--- config.mk ---
export PLATFORM = sky130hd
export DESIGN_NAME = uart_word_sched
export DESIGN_NICKNAME = d
export VERILOG_FILES = /design/src/rtl/uart_word_sched.sv
export SDC_FILE = /design/constraint.sdc
export NUM_CORES = 1
export LEC_CHECK = 0
export CAP_MARGIN = 40
export CORE_ASPECT_RATIO = 0.7
export CORE_UTILIZATION = 45
export DETAILED_ROUTE_END_ITERATION = 8
export GPL_TIMING_DRIVEN = 1
export PLACE_DENSITY = 0.73
export REMOVE_ABC_BUFFERS = 1
export SYNTH_ARGS = -nofsm -noshare
export SYNTH_HDL_FRONTEND = slang
export SYNTH_SLANG_ARGS = --single-unit
--- constraint.sdc ---
create_clock -name clk -period 2.4 [get_ports clk]
set_input_delay 0.48 -clock clk [delete_from_list [all_inputs] [get_ports clk]]
set_output_delay 0.48 -clock clk [all_outputs]
set_load 0.01 [all_outputs]
--- src/rtl/uart_word_sched.sv ---
// Round-robin TX word scheduler and RX word assembler for a byte-wide AXI4-Stream UART.
// TX words go out LSB first; RX partial words are dropped after an inter-byte idle timeout.
module uart_word_sched #(
  parameter int DATA_WIDTH     = 8,
  parameter int WORD_BYTES     = 4,
  parameter int TIMEOUT_CYCLES = 100000
) (
  input  logic                             clk,
  input  logic                             rst,
  input  logic [DATA_WIDTH*WORD_BYTES-1:0] req0_data,
  input  logic                             req0_valid,
  output logic                             req0_ready,
  input  logic [DATA_WIDTH*WORD_BYTES-1:0] req1_data,
  input  logic                             req1_valid,
  output logic                             req1_ready,
  output logic [DATA_WIDTH-1:0]            tx_tdata,
  output logic                             tx_tvalid,
  input  logic                             tx_tready,
  input  logic [DATA_WIDTH-1:0]            rx_tdata,
  input  logic                             rx_tvalid,
  output logic                             rx_tready,
  output logic [DATA_WIDTH*WORD_BYTES-1:0] rx_word,
  output logic                             rx_word_valid,
  input  logic                             rx_word_ready,
  output logic                             rx_timeout_err,
  output logic [1:0]                       grant,
  output logic                             tx_word_busy,
  output logic [15:0]                      rx_word_count
);

  localparam int WORD_W = DATA_WIDTH * WORD_BYTES;
  localparam int IDX_W  = $clog2(WORD_BYTES);
  localparam int TMO_W  = 17;
  localparam logic [IDX_W-1:0] IDX_LAST = IDX_W'(WORD_BYTES - 1);
  localparam logic [TMO_W-1:0] TMO_LAST = TMO_W'(TIMEOUT_CYCLES - 1);

  typedef enum logic {TX_IDLE, TX_SEND} tx_state_e;

  tx_state_e          state_q, state_d;
  logic [WORD_W-1:0]  txw_q, txw_d;
  logic [IDX_W-1:0]   tx_idx_q, tx_idx_d;
  logic [1:0]         grant_q, grant_d;
  logic               last_q, last_d;
  logic               win0, win1;

  // last_q=1 means requester 1 held the most recent grant, so requester 0 wins a tie
  assign win0 = req0_valid && (!req1_valid || last_q);
  assign win1 = req1_valid && (!req0_valid || !last_q);

  assign tx_tdata = txw_q[tx_idx_q*DATA_WIDTH +: DATA_WIDTH];
  assign grant    = grant_q;

  always_comb begin
    state_d      = state_q;
    txw_d        = txw_q;
    tx_idx_d     = tx_idx_q;
    grant_d      = grant_q;
    last_d       = last_q;
    req0_ready   = 1'b0;
    req1_ready   = 1'b0;
    tx_tvalid    = 1'b0;
    tx_word_busy = 1'b0;
    case (state_q)
      TX_IDLE: begin
        if (rst && (win0 || win1)) begin
          req0_ready = win0;
          req1_ready = win1;
          txw_d      = win0 ? req0_data : req1_data;
          grant_d    = {win1, win0};
          last_d     = win1;
          tx_idx_d   = '0;
          state_d    = TX_SEND;
        end
      end
      TX_SEND: begin
        tx_tvalid    = 1'b1;
        tx_word_busy = 1'b1;
        if (tx_tready) begin
          tx_idx_d = tx_idx_q + 1'b1;
          if (tx_idx_q == IDX_LAST) begin
            state_d = TX_IDLE;
            grant_d = 2'b00;
          end
        end
      end
      default: state_d = TX_IDLE;
    endcase
  end

  always_ff @(posedge clk) begin
    if (!rst) begin
      state_q  <= TX_IDLE;
      txw_q    <= '0;
      tx_idx_q <= '0;
      grant_q  <= 2'b00;
      last_q   <= 1'b1;
    end else begin
      state_q  <= state_d;
      txw_q    <= txw_d;
      tx_idx_q <= tx_idx_d;
      grant_q  <= grant_d;
      last_q   <= last_d;
    end
  end

  logic [WORD_W-1:0] part_q, part_d;
  logic [WORD_W-1:0] rxw_q, rxw_d;
  logic [IDX_W-1:0]  rx_idx_q, rx_idx_d;
  logic              rx_vld_q, rx_vld_d;
  logic [15:0]       cnt_q, cnt_d;
  logic [TMO_W-1:0]  tmo_q, tmo_d;
  logic              err_q, err_d;
  logic              rx_acc;

  // A completed word can only stall input while nobody is taking it
  assign rx_tready      = !(rx_vld_q && !rx_word_ready);
  assign rx_acc         = rx_tvalid && rx_tready;
  assign rx_word        = rxw_q;
  assign rx_word_valid  = rx_vld_q;
  assign rx_word_count  = cnt_q;
  assign rx_timeout_err = err_q;

  always_comb begin
    part_d   = part_q;
    rxw_d    = rxw_q;
    rx_idx_d = rx_idx_q;
    rx_vld_d = rx_vld_q;
    cnt_d    = cnt_q;
    tmo_d    = tmo_q;
    err_d    = 1'b0;
    if (rx_vld_q && rx_word_ready) rx_vld_d = 1'b0;
    if (rx_acc) begin
      part_d[rx_idx_q*DATA_WIDTH +: DATA_WIDTH] = rx_tdata;
      tmo_d = '0;
      if (rx_idx_q == IDX_LAST) begin
        rxw_d    = part_d;
        rx_vld_d = 1'b1;
        rx_idx_d = '0;
        part_d   = '0;
        cnt_d    = cnt_q + 16'd1;
      end else begin
        rx_idx_d = rx_idx_q + 1'b1;
      end
    end else if (rx_idx_q != '0) begin
      // An arriving byte takes priority, so the timeout only fires on an idle cycle
      if (tmo_q == TMO_LAST) begin
        rx_idx_d = '0;
        part_d   = '0;
        err_d    = 1'b1;
        tmo_d    = '0;
      end else begin
        tmo_d = tmo_q + 17'd1;
      end
    end else begin
      tmo_d = '0;
    end
  end

  always_ff @(posedge clk) begin
    if (!rst) begin
      part_q   <= '0;
      rxw_q    <= '0;
      rx_idx_q <= '0;
      rx_vld_q <= 1'b0;
      cnt_q    <= '0;
      tmo_q    <= '0;
      err_q    <= 1'b0;
    end else begin
      part_q   <= part_d;
      rxw_q    <= rxw_d;
      rx_idx_q <= rx_idx_d;
      rx_vld_q <= rx_vld_d;
      cnt_q    <= cnt_d;
      tmo_q    <= tmo_d;
      err_q    <= err_d;
    end
  end

endmodule

==> impl_metrics.py, run 1 <==
metrics = {
    "worst_setup_path": {
        "timing.critical_path.to_type": "output pin",
        "rrSetupSlack_ns": 0.18,
        "critPathRequiredTime_ns": 1.92,
        "critical-path-slowest-cell": "clkdlybuf4s50_1",
        "crit-reg2reg-launch": "rx_idx_q[0]$_SDFFE_PN0P_",
        "crit_type": "input port to output pin",
        "startpoint_type_of_the_worst_setup_path": "input port",
        "cp_data_arrival_time_ns": 1.76,
        "worst_path_largest_cell_delay_ns": 0.59,
        "cp_cell_sequence": "clkdlybuf4s50_1 > nand2b_1 > clkdlybuf4s50_1",
        "worst-path-buf-inv": 2,
        "critical_path.most_common_cell": "clkdlybuf4s50_1",
        "worst_path_dominant_cell_family": "buffers and inverters",
        "timing.reg2reg.worst_path_depth": 7,
        "biggest_fanout_along_the_worst_timing_path": 7,
        "endpoint_of_the_lowest_slack_register_to_register_path": "part_q[2]$_SDFFE_PN0P_",
    },
    "timing": {
        "tightestPinTransition_ns": 0.5463,
        "post_route_minimum_period_ns": 2.242,
        "rel_slew_slack_pct": 63.58,
        "drv_slew": 0,
        "hold_violations": 0,
        "skew_ns": 0.01098,
        "worst_slack_setup_final_ns": 0.1584,
        "setup-violations-final": 0,
        "peak_freq_ghz": 0.4461,
        "timing.final.crit_share_pct": 93.40,
        "unrepaired_setup_endpoints_after_global_routing": "no",
    },
    "layout": {
        "design_area_um2": 8179,
        "num_antenna_cells": 0,
        "drive_above_1_share_pct": 10.12,
        "leading_cell_type_in_the_layout_fill_and_taps_excluded": "dfxtp_1",
        "fillCellCount": 1032,
        "area_growth_syn_to_layout_pct": 35.68,
        "post-route-util_pct": 64.30,
        "finish.cell_count_without_fillers": 972,
        "mostFrequentLayoutCells": "139 x dfxtp_1, 132 x clkdlybuf4s50_1, 69 x nand2_1",
        "finalNetCount": 885,
    },
    "placement": {
        "pre_cts_ws_ns": -0.01686,
        "io_buffers": 143,
        "placed_cell_area_um2": 7641,
        "detailed_place_hpwl_mm": 10.94,
        "numPlacedInstances": 940,
        "globalplace.congestion": 0.8177,
    },
    "synth": {
        "asyncSetResetFlopFracSynth_pct": 0,
        "netlist_area_um2": 6028,
        "ys.flop_type": "dfxtp_1",
        "avgSynthCellArea_um2": 9.162,
        "ys_seq_area_share_pct": 46.16,
        "synthesis.yosys.warnings": 0,
        "syn_inst": 658,
        "synth_enable_flop_cells": 0,
        "netlist-cell-type-count": 50,
        "flip_flop_and_latch_count_after_synthesis": 139,
    },
    "drt": {
        "route.detailed.drc": 0,
        "routed_via_density": 5.373,
        "routedWlPerCell_um": 15.65,
        "drt-pass1-iter-count": 4,
        "detailroute.via_count": 5223,
        "drt_first_iter_violations": 290,
        "postRouteAntennaNets": 0,
        "finalWirelength_mm": 15.21,
    },
    "worst_hold_path": {
        "min_from": "part_q[30]$_SDFFE_PN0P_",
        "worst_hold_path.endpoint": "part_q[30]$_SDFFE_PN0P_",
        "worst_hold_check_path_type": "register to register",
        "min_delay_path_depth": 2,
    },
    "cts": {
        "cts_made_buffers": 17,
        "post_cts_hold_buffer_count": 0,
        "cts_tree": "yes",
        "cts.root.buffer_cell": "clkbuf_16",
        "cts_buffer_depth": 2,
        "cts_sinks": 139,
        "htree_num_levels": 4,
        "post_cts_setup_buffers": 0,
        "insertion_delay_ns": 0.41,
        "clock_pin_slew_reported_for_the_worst_setup_and_hold_paths_after_clock_tree_synthesis_ns": 0.06,
    },
    "grt": {
        "gr-total-overflow": 0,
        "antenna_found_initial": 0,
        "grt_first_pass_wirelength_mm": 24.97,
        "pin_count_of_the_biggest_net_entering_global_routing": 52,
        "grt_usage_pct": 22.88,
        "via_count_of_the_first_global_routing_pass": 5162,
    },
    "floorplanning": {
        "start_util_pct": 47.39,
        "num_io_pins": 144,
        "die-area_um2": 13870,
        "floorplan.die.height_um": 98.84,
        "rows": 34,
        "die_x_um": 140.3,
        "floorplan.core_area_um2": 12720,
    },
    "status": {
        "outcome": "finished, final reports clean",
    },
    "power_and_ir_drop": {
        "powerDensity_nw_per_um2": 659.5,
        "static-leakage-power_uw": 0.003325,
        "report.power.total_uw": 5395,
        "vdd_ir_drop_max_mv": 0.5178,
    },
    "run": {
        "drv_cap": 0,
    },
}
[worst max path at each step]
stage / start / to / slack, ns / cells after the start
2_1_floorplan: req1_valid / txw_q[0]$_SDFFE_PN0P_ / -0.51 / 2
3_3_place_gp: req1_valid / req1_ready / -0.004 / 5
3_5_place_dp: req0_valid / req0_ready / -0.02 / 4
4_1_cts: tx_idx_q[0]$_SDFFE_PN0P_ / tx_tdata[0] / 0.14 / 3
5_1_grt: rx_idx_q[0]$_SDFFE_PN0P_ / part_q[0]$_SDFFE_PN0P_ / 0.02 / 7
6_report: rx_word_ready / rx_tready / 0.16 / 3
[layer usage]
layer / track usage, % / up-vias / part of all wire [%]
met4: 9.214 / 0 / 2.0
met2: 35.19 / 131 / 45
met1: 31.02 / 2481 / 48
li1: - / 2586 / -
met5: 0 / - / 0
met3: 5.442 / 25 / 4.4
[cells in the mapped netlist, types with 6 or more instances]
| master | number | share of area (%) |
|---|---|---|
| nand2_1 | 69 | 4.3 |
| clkbuf_1 | 18 | 1.1 |
| a21oi_1 | 45 | 3.7 |
| and2b_2 | 9 | 1.3 |
| buf_2 | 9 | 0.75 |
| o21ai_1 | 30 | 2.5 |
| nor2_1 | 48 | 3.0 |
| xnor2_1 | 10 | 1.5 |
| xor2_1 | 18 | 2.6 |
| nor3_1 | 6 | 0.50 |
| buf_1 | 9 | 0.56 |
| mux4_2 | 8 | 3.0 |
| ha_1 | 9 | 1.9 |
| inv_1 | 6 | 0.37 |
| o21ai_0 | 43 | 3.6 |
| nor2b_1 | 23 | 2.4 |
| mux2i_1 | 34 | 5.6 |
| nand3_1 | 48 | 4.0 |
| dfxtp_1 | 139 | 46 |
| o211a_1 | 20 | 3.3 |
[repair_timing]
action                     in CTS  in global routing
setup endpoints to repair      10                  0
hold endpoints to repair        0                  0
resized for setup              11                  0
[worst reg2reg max path, stage by stage (launching register included)]
cell and delay (ns):
dfxtp_1 0.39, inv_1 0.20, ha_1 0.52, nor4bb_1 0.47, buf_4 0.22, inv_1 0.04, nor2_1 0.18, a22o_1 0.15
[registers in the layout (all words and copies together), names as in the netlist, 2 cells and up]
register	count
grant	2
rx_word	32
part_q	32
txw_q	32
rx_idx_q	2
rx_word_count	16
tx_idx_q	2
tmo_q	17
[through the flow]
| step | hold slack, ns | setup TNS (ns) |
|---|---|---|
| 2_1_floorplan | 0.4175 | -18.64 |
| 3_3_place_gp | 0.4266 | -0.003548 |
| 3_5_place_dp | 0.4369 | -0.01888 |
| 4_1_cts | 0.4273 | 0 |
| 5_1_grt | 0.4362 | 0 |
| 6_report | 0.4420 | 0 |
[final cells by class]
cell class	instances	area (um2)	share of cell area (%)
Clock buffer	19	452.9	5.538
Multi-Input combinational cell	468	3008	36.78
Inverter	7	26.28	0.3212
Sequential cell	139	2783	34.02
Timing Repair Buffer	164	1613	19.72
Clock inverter	13	93.84	1.147
Tap cell	162	202.7	2.478
[report_power, final]
group          internal (uW)  switching (uW)
Clock                   1380            1010
Sequential              2390            49.1
Combinational            302             269
Total                   4060            1330
[kinds of logic after synthesis]
kind of cell,synth area share (%)
muxes,8.634
and+or+nand+nor,19.61
adders and majority gates,1.868
xor gates and xnor gates,4.068
AOI/OAI and AO/OA,15.38
buffers and inverters,4.275
DFF,46.16
Note: power is estimated with default switching activity, not from simulation.
==> inputs of run 2 (changes only) <==
--- a/config.mk
+++ b/config.mk
@@ -9,9 +9,11 @@
 export CORE_ASPECT_RATIO = 0.7
 export CORE_UTILIZATION = 45
 export DETAILED_ROUTE_END_ITERATION = 8
+export GPL_ROUTABILITY_DRIVEN = 0
 export GPL_TIMING_DRIVEN = 1
 export PLACE_DENSITY = 0.73
 export REMOVE_ABC_BUFFERS = 1
+export SLEW_MARGIN = 20
 export SYNTH_ARGS = -nofsm -noshare
 export SYNTH_HDL_FRONTEND = slang
 export SYNTH_SLANG_ARGS = --single-unit
==> results of run 2 <==
Same layout as run 1: the final DEF is identical, and so are final timing and power.
==> inputs of run 3 (changes only) <==
--- a/config.mk
+++ b/config.mk
@@ -7,6 +7,7 @@
 export LEC_CHECK = 0
 export CAP_MARGIN = 40
 export CORE_ASPECT_RATIO = 0.7
+export CORE_MARGIN = 4
 export CORE_UTILIZATION = 45
 export DETAILED_ROUTE_END_ITERATION = 8
 export GPL_ROUTABILITY_DRIVEN = 0
==> run 3 against run 2 <==
  * Clock power up 13%
  * Sequential cell count unchanged
  * Design area grew 0.75%
  * Global-route usage is 2.7 points lower
  * Sequential power is essentially flat
  * Clock skew fell by 0.0032 ns
  * Largest power group is now the clock network
==> impl_metrics.py, run 3 (synthesized netlist as in run 1, its figures left out) <==
metrics = {
    "cts": {
        "cts_tree": "yes",
        "cts_made_buffers": 17,
        "cts_sinks": 139,
        "insertion_delay_ns": 0.41,
        "post_cts_setup_buffers": 0,
        "post_cts_resized": 11,
        "htree_num_levels": 4,
        "cts.root.buffer_cell": "clkbuf_16",
        "cts_buffer_depth": 2,
        "post_cts_hold_buffer_count": 0,
        "clock_pin_slew_reported_for_the_worst_setup_and_hold_paths_after_clock_tree_synthesis_ns": 0.06,
    },
    "grt": {
        "pin_count_of_the_biggest_net_entering_global_routing": 61,
        "globalRouteMet3Util_pct": 6.068,
        "met2_grt_util_pct": 33.21,
        "globalRoute.busiestLayer": "met2",
        "global_route.usage.met1_pct": 25.75,
        "antenna_found_initial": 0,
        "via_count_of_the_first_global_routing_pass": 5150,
        "grt_usage_pct": 20.17,
        "gr-total-overflow": 0,
        "grt_first_pass_wirelength_mm": 25.14,
    },
    "worst_hold_path": {
        "worst_hold_check_path_type": "input port to register",
        "min_delay_path_depth": 3,
        "min_from": "rst",
        "worst_hold_path.endpoint": "rx_word[31]$_SDFFE_PN0P_",
    },
    "timing": {
        "worst_hold_slack_ns": 0.4239,
        "rel_slew_slack_pct": 59.94,
        "post_route_minimum_period_ns": 2.206,
        "hold_violations": 0,
        "setup-violations-final": 0,
        "timing.final.crit_share_pct": 91.90,
        "peak_freq_ghz": 0.4534,
        "drv_slew": 0,
        "tightestPinTransition_ns": 0.6009,
        "unrepaired_setup_endpoints_after_global_routing": "no",
        "skew_ns": 0.007818,
        "worst_slack_setup_final_ns": 0.1944,
        "setup_tns_ns": 0,
    },
    "layout": {
        "mostFrequentLayoutCells": "139 x dfxtp_1, 132 x clkdlybuf4s50_1, 69 x nand2_1",
        "num_antenna_cells": 0,
        "leading_cell_type_in_the_layout_fill_and_taps_excluded": "dfxtp_1",
        "drive_above_1_share_pct": 9.901,
        "area_growth_syn_to_layout_pct": 36.70,
        "finalNetCount": 883,
    },
    "worst_setup_path": {
        "endpoint_of_the_lowest_slack_register_to_register_path": "part_q[0]$_SDFFE_PN0P_",
        "cp_data_arrival_time_ns": 1.73,
        "timing.critical_path.to_type": "output pin",
        "critPathRequiredTime_ns": 1.92,
        "timing.reg2reg.worst_path_depth": 7,
        "rrSetupSlack_ns": 0.27,
        "crit_type": "register to output pin",
        "biggest_fanout_along_the_worst_timing_path": 11,
        "startpoint_type_of_the_worst_setup_path": "register",
        "crit-reg2reg-launch": "rx_idx_q[0]$_SDFFE_PN0P_",
    },
    "drt": {
        "postRouteAntennaNets": 0,
        "route.detailed.drc": 0,
        "routed_via_density": 5.359,
        "detailroute.via_count": 5220,
        "finalWirelength_mm": 15.29,
        "drt_first_iter_violations": 304,
        "drt-pass1-iter-count": 5,
        "routedWlPerCell_um": 15.70,
    },
    "floorplanning": {
        "floorplan.die.height_um": 104.8,
        "num_io_pins": 144,
        "die_x_um": 146.3,
        "rows": 35,
        "floorplan.core_area_um2": 13140,
        "start_util_pct": 45.89,
        "die-area_um2": 15340,
    },
    "placement": {
        "io_buffers": 143,
        "detailed_place_hpwl_mm": 10.94,
        "pre_cts_ws_ns": -0.02201,
    },
    "power_and_ir_drop": {
        "vdd_ir_drop_max_mv": 0.5758,
        "int_pwr_uw": 4378,
        "powerDensity_nw_per_um2": 690.3,
        "static-leakage-power_uw": 0.003356,
        "share_seq_of_total_power_pct": 42.8,
        "power.switching_fraction_pct": 23.02,
        "portion_of_total_power_attributed_to_combinational_logic_pct": 9.9,
        "report.power.total_uw": 5688,
        "power.net_switching_uw": 1310,
        "power.clock.fraction_pct": 47.3,
    },
    "status": {
        "outcome": "finished, final reports clean",
    },
    "run": {
        "drv_cap": 0,
    },
}
## run 3: cell count changes in the layout (fill, tap and decap cells not counted)
cell,change
inv_6,-1
clkinv_2,-1
buf_4,-2
bufinv_16,+3
clkinvlp_4,-3
clkinv_4,+2
## run 3: worst max path at each step
stage / slack (ns) / to / startpoint
CTS: 0.16 / tx_tdata[7] / tx_idx_q[0]$_SDFFE_PN0P_
finish: 0.19 / tx_tdata[5] / tx_idx_q[0]$_SDFFE_PN0P_
floorplan: -0.51 / txw_q[0]$_SDFFE_PN0P_ / req1_valid
global route: 0.11 / tx_tdata[6] / tx_idx_q[0]$_SDFFE_PN0P_
global placement: 0.006 / req1_ready / req1_valid
detailed placement: -0.02 / req0_ready / req0_valid
## run 3: power by group through the flow
stage	Clock (uW)	Combinational [uW]	Sequential [uW]
after floorplan	0	252	2480
after global placement	0	560	2480
after detailed placement	0	575	2480
after CTS	2740	566	2430
after global routing	2850	616	2440
final	2690	565	2430
## run 3: layer usage
metal  vias up  wire, um
met5         -         0
met4         0       196
met3        19       814
met2       132      7227
met1      2476      7055
li1       2593         -
## run 3: per-stage QoR
step / std cells / area (um2) / utilization, %
after detailed placement: 942 / 7631 / 58.09
after global placement: 942 / 7631 / 58.09
final: 974 / 8240 / 62.72
after global routing: 974 / 8240 / 62.72
after floorplan: 614 / 5797 / -
after CTS: 974 / 8240 / 62.72
## run 3: cell type report
class | instances | area, um2
clock inverter | 13 | 165.2
tap | 166 | 207.7
sequential | 139 | 2783
timing repair buffer | 162 | 1598
fill | 1074 | 4897
multi-input combinational | 468 | 3008
clock buffer | 19 | 452.9
inverter | 7 | 26.28
## run 3: critical path, stage by stage (launching register included)
cell and delay (ns):
dfxtp_1 0.32, buf_6 0.18, mux4_2 0.52, dlygate4sd2_1 0.30
